<file path="config.mk">
export PLATFORM = sky130hd
export DESIGN_NAME = control_sequencer
export DESIGN_NICKNAME = d
export VERILOG_FILES = /design/src/rtl/sap1_ctrl_pkg.sv /design/src/rtl/ctrl_decode.sv /design/src/rtl/control_sequencer.sv
export SDC_FILE = /design/constraint.sdc
export NUM_CORES = 1
export LEC_CHECK = 0
export ABC_AREA = 1
export CAP_MARGIN = 20
export CORE_MARGIN = 2
export CORE_UTILIZATION = 39
export CTS_CLUSTER_SIZE = 24
export DETAILED_ROUTE_END_ITERATION = 10
export MAX_ROUTING_LAYER = met4
export PLACE_DENSITY = 0.95
export SLEW_MARGIN = 20
export SYNTH_ARGS = -nofsm -noshare
export SYNTH_HDL_FRONTEND = slang
export SYNTH_SLANG_ARGS = --single-unit
export TNS_END_PERCENT = 20
</file>
<file path="constraint.sdc">
create_clock -name CLK -period 3.3 [get_ports CLK]
set_clock_uncertainty 0.15 [all_clocks]
set_input_delay 0.66 -clock CLK [delete_from_list [all_inputs] [get_ports CLK]]
set_output_delay 0.66 -clock CLK [all_outputs]
set_load 0.02 [all_outputs]
</file>
<file path="src/rtl/sap1_ctrl_pkg.sv">
// sap1_ctrl_pkg: shared SAP-1 control-word layout, opcodes and fetch constants.
package sap1_ctrl_pkg;

    localparam logic [3:0] OP_LDA = 4'h0;
    localparam logic [3:0] OP_ADD = 4'h1;
    localparam logic [3:0] OP_SUB = 4'h2;
    localparam logic [3:0] OP_OUT = 4'hE;
    localparam logic [3:0] OP_HLT = 4'hF;

    typedef struct packed {
        logic cp;
        logic ep;
        logic lm_bar;
        logic ce_bar;
        logic li_bar;
        logic ei_bar;
        logic la_bar;
        logic ea;
        logic su;
        logic eu;
        logic lb_bar;
        logic lo_bar;
    } ctrl_word_t;

    localparam ctrl_word_t CW_IDLE = 12'h3E3;
    localparam ctrl_word_t CW_T1   = 12'h5E3;
    localparam ctrl_word_t CW_T2   = 12'hBE3;
    localparam ctrl_word_t CW_T3   = 12'h263;

    function automatic logic op_defined(input logic [3:0] op);
        return op inside {OP_LDA, OP_ADD, OP_SUB, OP_OUT, OP_HLT};
    endfunction

endpackage

</file>
<file path="src/rtl/ctrl_decode.sv">
// ctrl_decode: combinational (T-index, opcode) to SAP-1 control word.
// t_idx_i is 1..6 for T1..T6; 0 means no decodable T-state.
module ctrl_decode
    import sap1_ctrl_pkg::*;
(
    input  logic [2:0] t_idx_i,
    input  logic [3:0] opcode_i,
    output ctrl_word_t cw_o
);

    always_comb begin
        cw_o = CW_IDLE;
        case (t_idx_i)
            3'd1: cw_o = CW_T1;
            3'd2: cw_o = CW_T2;
            3'd3: cw_o = CW_T3;
            3'd4: cw_o = (opcode_i inside {OP_LDA, OP_ADD, OP_SUB}) ? ctrl_word_t'(12'h1A3) :
                         (opcode_i == OP_OUT) ? ctrl_word_t'(12'h3F2) : CW_IDLE;
            3'd5: cw_o = (opcode_i == OP_LDA) ? ctrl_word_t'(12'h2C3) :
                         (opcode_i inside {OP_ADD, OP_SUB}) ? ctrl_word_t'(12'h2E1) : CW_IDLE;
            3'd6: cw_o = (opcode_i == OP_ADD) ? ctrl_word_t'(12'h3C7) :
                         (opcode_i == OP_SUB) ? ctrl_word_t'(12'h3CF) : CW_IDLE;
            default: cw_o = CW_IDLE;
        endcase
    end

endmodule

</file>
<file path="src/rtl/control_sequencer.sv">
// control_sequencer: SAP-1 control word plus HLT latch, sticky fault flags and
// retired-instruction counter (counter built only when SEQ_INSTR_COUNT_EN is defined).
module control_sequencer
    import sap1_ctrl_pkg::*;
#(
    parameter int STATES      = 6,
    parameter int COUNT_WIDTH = 8
) (
    input  logic                   CLK,
    input  logic                   CLR_bar,
    input  logic [STATES-1:0]      state,
    input  logic [3:0]             opcode,
    output logic [11:0]            con,
    output logic                   HLT_bar,
    output logic                   ill_op,
    output logic                   t_fault,
    output logic [COUNT_WIDTH-1:0] instr_count
);

    logic       one_hot;
    logic       bad_state;
    logic       leave_t4;
    logic [2:0] t_idx;
    ctrl_word_t dec_cw;
    logic       halted_q, halted_d;
    logic       ill_q, ill_d;
    logic       tf_q, tf_d;

    assign one_hot   = (state != '0) && ((state & (state - STATES'(1))) == '0);
    assign bad_state = (state != '0) && !one_hot;

    // T7 and above stay at index 0 so they decode as idle
    always_comb begin
        t_idx = 3'd0;
        for (int i = 0; i < 6; i++)
            if (one_hot && state[i]) t_idx = 3'(i + 1);
    end

    ctrl_decode u_dec (
        .t_idx_i  (t_idx),
        .opcode_i (opcode),
        .cw_o     (dec_cw)
    );

    assign leave_t4 = (t_idx == 3'd4);
    assign halted_d = halted_q | (leave_t4 && opcode == OP_HLT);
    assign ill_d    = ill_q | (leave_t4 && !op_defined(opcode));
    assign tf_d     = tf_q | bad_state;

    always_ff @(negedge CLK or negedge CLR_bar) begin
        if (!CLR_bar) begin
            halted_q <= 1'b0;
            ill_q    <= 1'b0;
            tf_q     <= 1'b0;
        end else begin
            halted_q <= halted_d;
            ill_q    <= ill_d;
            tf_q     <= tf_d;
        end
    end

`ifdef SEQ_INSTR_COUNT_EN
    logic [COUNT_WIDTH-1:0] cnt_q, cnt_d;

    assign cnt_d = cnt_q + COUNT_WIDTH'(t_idx == 3'd6 && !halted_q && !tf_q);

    always_ff @(negedge CLK or negedge CLR_bar) begin
        if (!CLR_bar) cnt_q <= '0;
        else          cnt_q <= cnt_d;
    end

    assign instr_count = cnt_q;
`else
    assign instr_count = '0;
`endif

    assign con     = halted_q ? CW_IDLE : dec_cw;
    assign HLT_bar = ~halted_q;
    assign ill_op  = ill_q;
    assign t_fault = tf_q;

endmodule

</file>
==> results of run 1 <==
cell usage after synthesis (all sizes together):
master and instances:
a21oi 1, buf 8, conb 1, dfrtn 3
inv 13, nand2 21, nand3 10, nand3b 1
nand4 7, nor2 18, nor3 3, nor4 1
o21ai 3, o21bai 2, o31ai 1
timing repair:
| action | 4_1_cts | 5_1_grt |
|---|---|---|
| pin swaps | 8 | 4 |
| endpoints found under the setup margin | 18 | 16 |
| resized for setup | 87 | 8 |
| setup buffers | 2 | 0 |
sequential cells by signal, indices dropped and copies added (netlist names):
register,flops
t_fault,1
ill_op,1
halted_q,1
layer usage:
metal  track usage  vias up  routed length, µm
met5             -        -                  0
met4         0.106        0                 37
met3        0.0647        5                152
met2         0.323       43                902
met1         0.278      373                811
li1              -      393                  -
layout make-up:
cell class | count | area [µm²] | share of cell area
Sequential cell | 3 | 75.1 | 0.0723
Timing Repair Buffer | 48 | 410 | 0.395
Inverter | 13 | 48.8 | 0.0470
Tap cell | 15 | 18.8 | 0.0181
Multi-Input combinational cell | 76 | 459 | 0.442
Clock buffer | 4 | 26.3 | 0.0253
final timing paths:
path | startpoint | end | slack [ns] | depth (start not counted)
setup / recovery | halted_q$_DFF_NN0_ | con[5] | -0.31 | 4
hold / removal | ill_op$_DFF_NN0_ | ill_op$_DFF_NN0_ | 0.27 | 1
setup reg to reg | halted_q$_DFF_NN0_ | halted_q$_DFF_NN0_ | 2.23 | 4
hold reg to reg | ill_op$_DFF_NN0_ | ill_op$_DFF_NN0_ | 0.27 | 1
max in group asynchronous | CLR_bar | ill_op$_DFF_NN0_ | 0.83 | 1
min in group asynchronous | CLR_bar | t_fault$_DFF_NN0_ | 1.96 | 1
power by group through the flow:
stage	combinational (mW)	sequential, mW	clock [mW]
global placement	0.0830	0.0415	0
finish	0.0841	0.0410	0.0763
CTS	0.0829	0.0410	0.0736
floorplan	0.0443	0.0449	0
detailed placement	0.0860	0.0414	0
global route	0.0908	0.0412	0.0772
cell families (layout without fill, tap and decap cells):
group,after synthesis,count (layout),share of synthesized area
and+or+nand+nor,61,61,0.588
buffers and inverters,21,65,0.189
AOI/OAI and AO/OA,7,7,0.0868
DFF,3,3,0.130
other,1,8,0.00650
==> impl_metrics.csv, run 1 <==
group,metric,value,unit
run_status,status,"finished, violations left",
run_status,violations,"negative setup slack",
layout,mostFrequentLayoutCells,"26 x buf_4, 17 x nand2_1, 11 x inv_1, 11 x nor2_1",
grt,grtUsageTotal,0.222,
timing,worst_slack,-0.315,ns
layout,final_util,0.779,
critical_path,slowest_delay,0.39,ns
floorplanning,rows,13,
clocking,holdBufCountCts,0,
critical_path,cp_cell_sequence,"buf_6 -> nor3_2 -> nand3_1 -> buf_6",
yosys,synth_top_area_share,0.130,
layout,final_common_cell,"buf_4",
placed_design,placedCellCount,153,
pwr,seq_power_share,0.203,
yosys,synth_area,577,µm²
critical_path,worstSetupStartpointType,"flop",
yosys,avgSynthCellArea,6.20,µm²
pwr,power_density,194,nW/µm²
layout,fin_cells,159,
critical_path,cp_common_cell,"buf_6",
clocking,cts_buffers,3,
floorplanning,start_util,0.432,
layout,drive_above_1_share,0.444,
grt,grt_max_degree,8,
layout,final_cell_area,1040,µm²
routing,firstDrtPassIters,4,
yosys,synth_top_area_cell,"dfrtn_1",
placed_design,placed_cell_area,980,µm²
routing,drcViolationCount,0,
pwr,power_frac_comb,0.418,
layout,n_fill_cell,98,
clocking,cts.sinks,3,
timing,drv_slew,0,
layout,nets,157,
clocking,clockRootBuffer,"clkbuf_4",
pwr,clkPwrFrac,0.379,
routing,vias,814,
grt,grt_pass1_vias,712,
grt,gr-total-overflow,0,
pwr,p_switching,0.0803,mW
grt,antenna_found_initial,0,
floorplanning,dieArea,1800,µm²
floorplanning,core-area,1330,µm²
routing,routed_wl,1900,µm
timing,holdWs,0.271,ns
yosys,synth_seq_area_share,0.130,
floorplanning,die_w,42.5,µm
layout,diodes,0,
timing,setup_viol,13,
critical_path,slowest_stage,"dfrtn_1",
job,maxCapViolCount,0,
critical_path,arrival,2.80,ns
critical_path,critPathKind,"flop to output port",
floorplanning,ios,35,
timing,hold_viol,0,
clocking,path_clk_slew,0.04,ns
routing,ant_nets,0,
routing,drt-wirelength-per-cell,12.0,µm
floorplanning,die_h,42.5,µm
placed_design,hpwlAfterDp,1490,µm
placed_design,routabilityCongestion,0.960,
pwr,leakagePower,0.527,nW
critical_path,critPathBufInv,2,
grt,grt_pass1_wl,2960,µm
pwr,ir_worst_vdd,0.179,mV
critical_path,critPathTopFamily,"flip-flops",
clocking,htreeDepth,1,
yosys,yosys_warnings,0,
critical_path,worstSetupEndpointType,"output port",
pwr,netSwitchingFraction,0.399,
layout,area_growth,80.0,%
clocking,insertion_delay,0.27,ns
pwr,finalPower,0.201,mW
routing,drt_iter0_drc,20,
timing,rsz0062_at_grt,"yes",
yosys,synth_cell_types,23,
clocking,clock_path_buffers,2,
critical_path,cp_max_fo,4,
yosys,synth_area_leaders,"dfrtn_1 13%, nand2_1 11%, buf_4 10%",
critical_path,crit_required,2.49,ns
yosys,ys_ff_latch,3,
hold_path,min_path_type,"flop to flop",
pwr,p_int,0.121,mW
placed_design,port_buffers,26,
clocking,cts_tree,"built",
yosys,synthCells,93,
placed_design,place_ws,-0.536,ns
timing,setup_tns,-3.59,ns
routing,vias_per_cell,5.12,
Power figures use the tool's default switching activity.
==> inputs of run 2 (changes only) <==
HOLD_SLACK_MARGIN = 0.02   (was not set)
==> results of run 2 <==
Same layout as run 1: the final DEF is identical, and so are final timing and power.
==> inputs of run 3 (changes only) <==
CAP_MARGIN = 5   (was 20)
==> results of run 3 <==
Same layout as run 1: the final DEF is identical, and so are final timing and power.
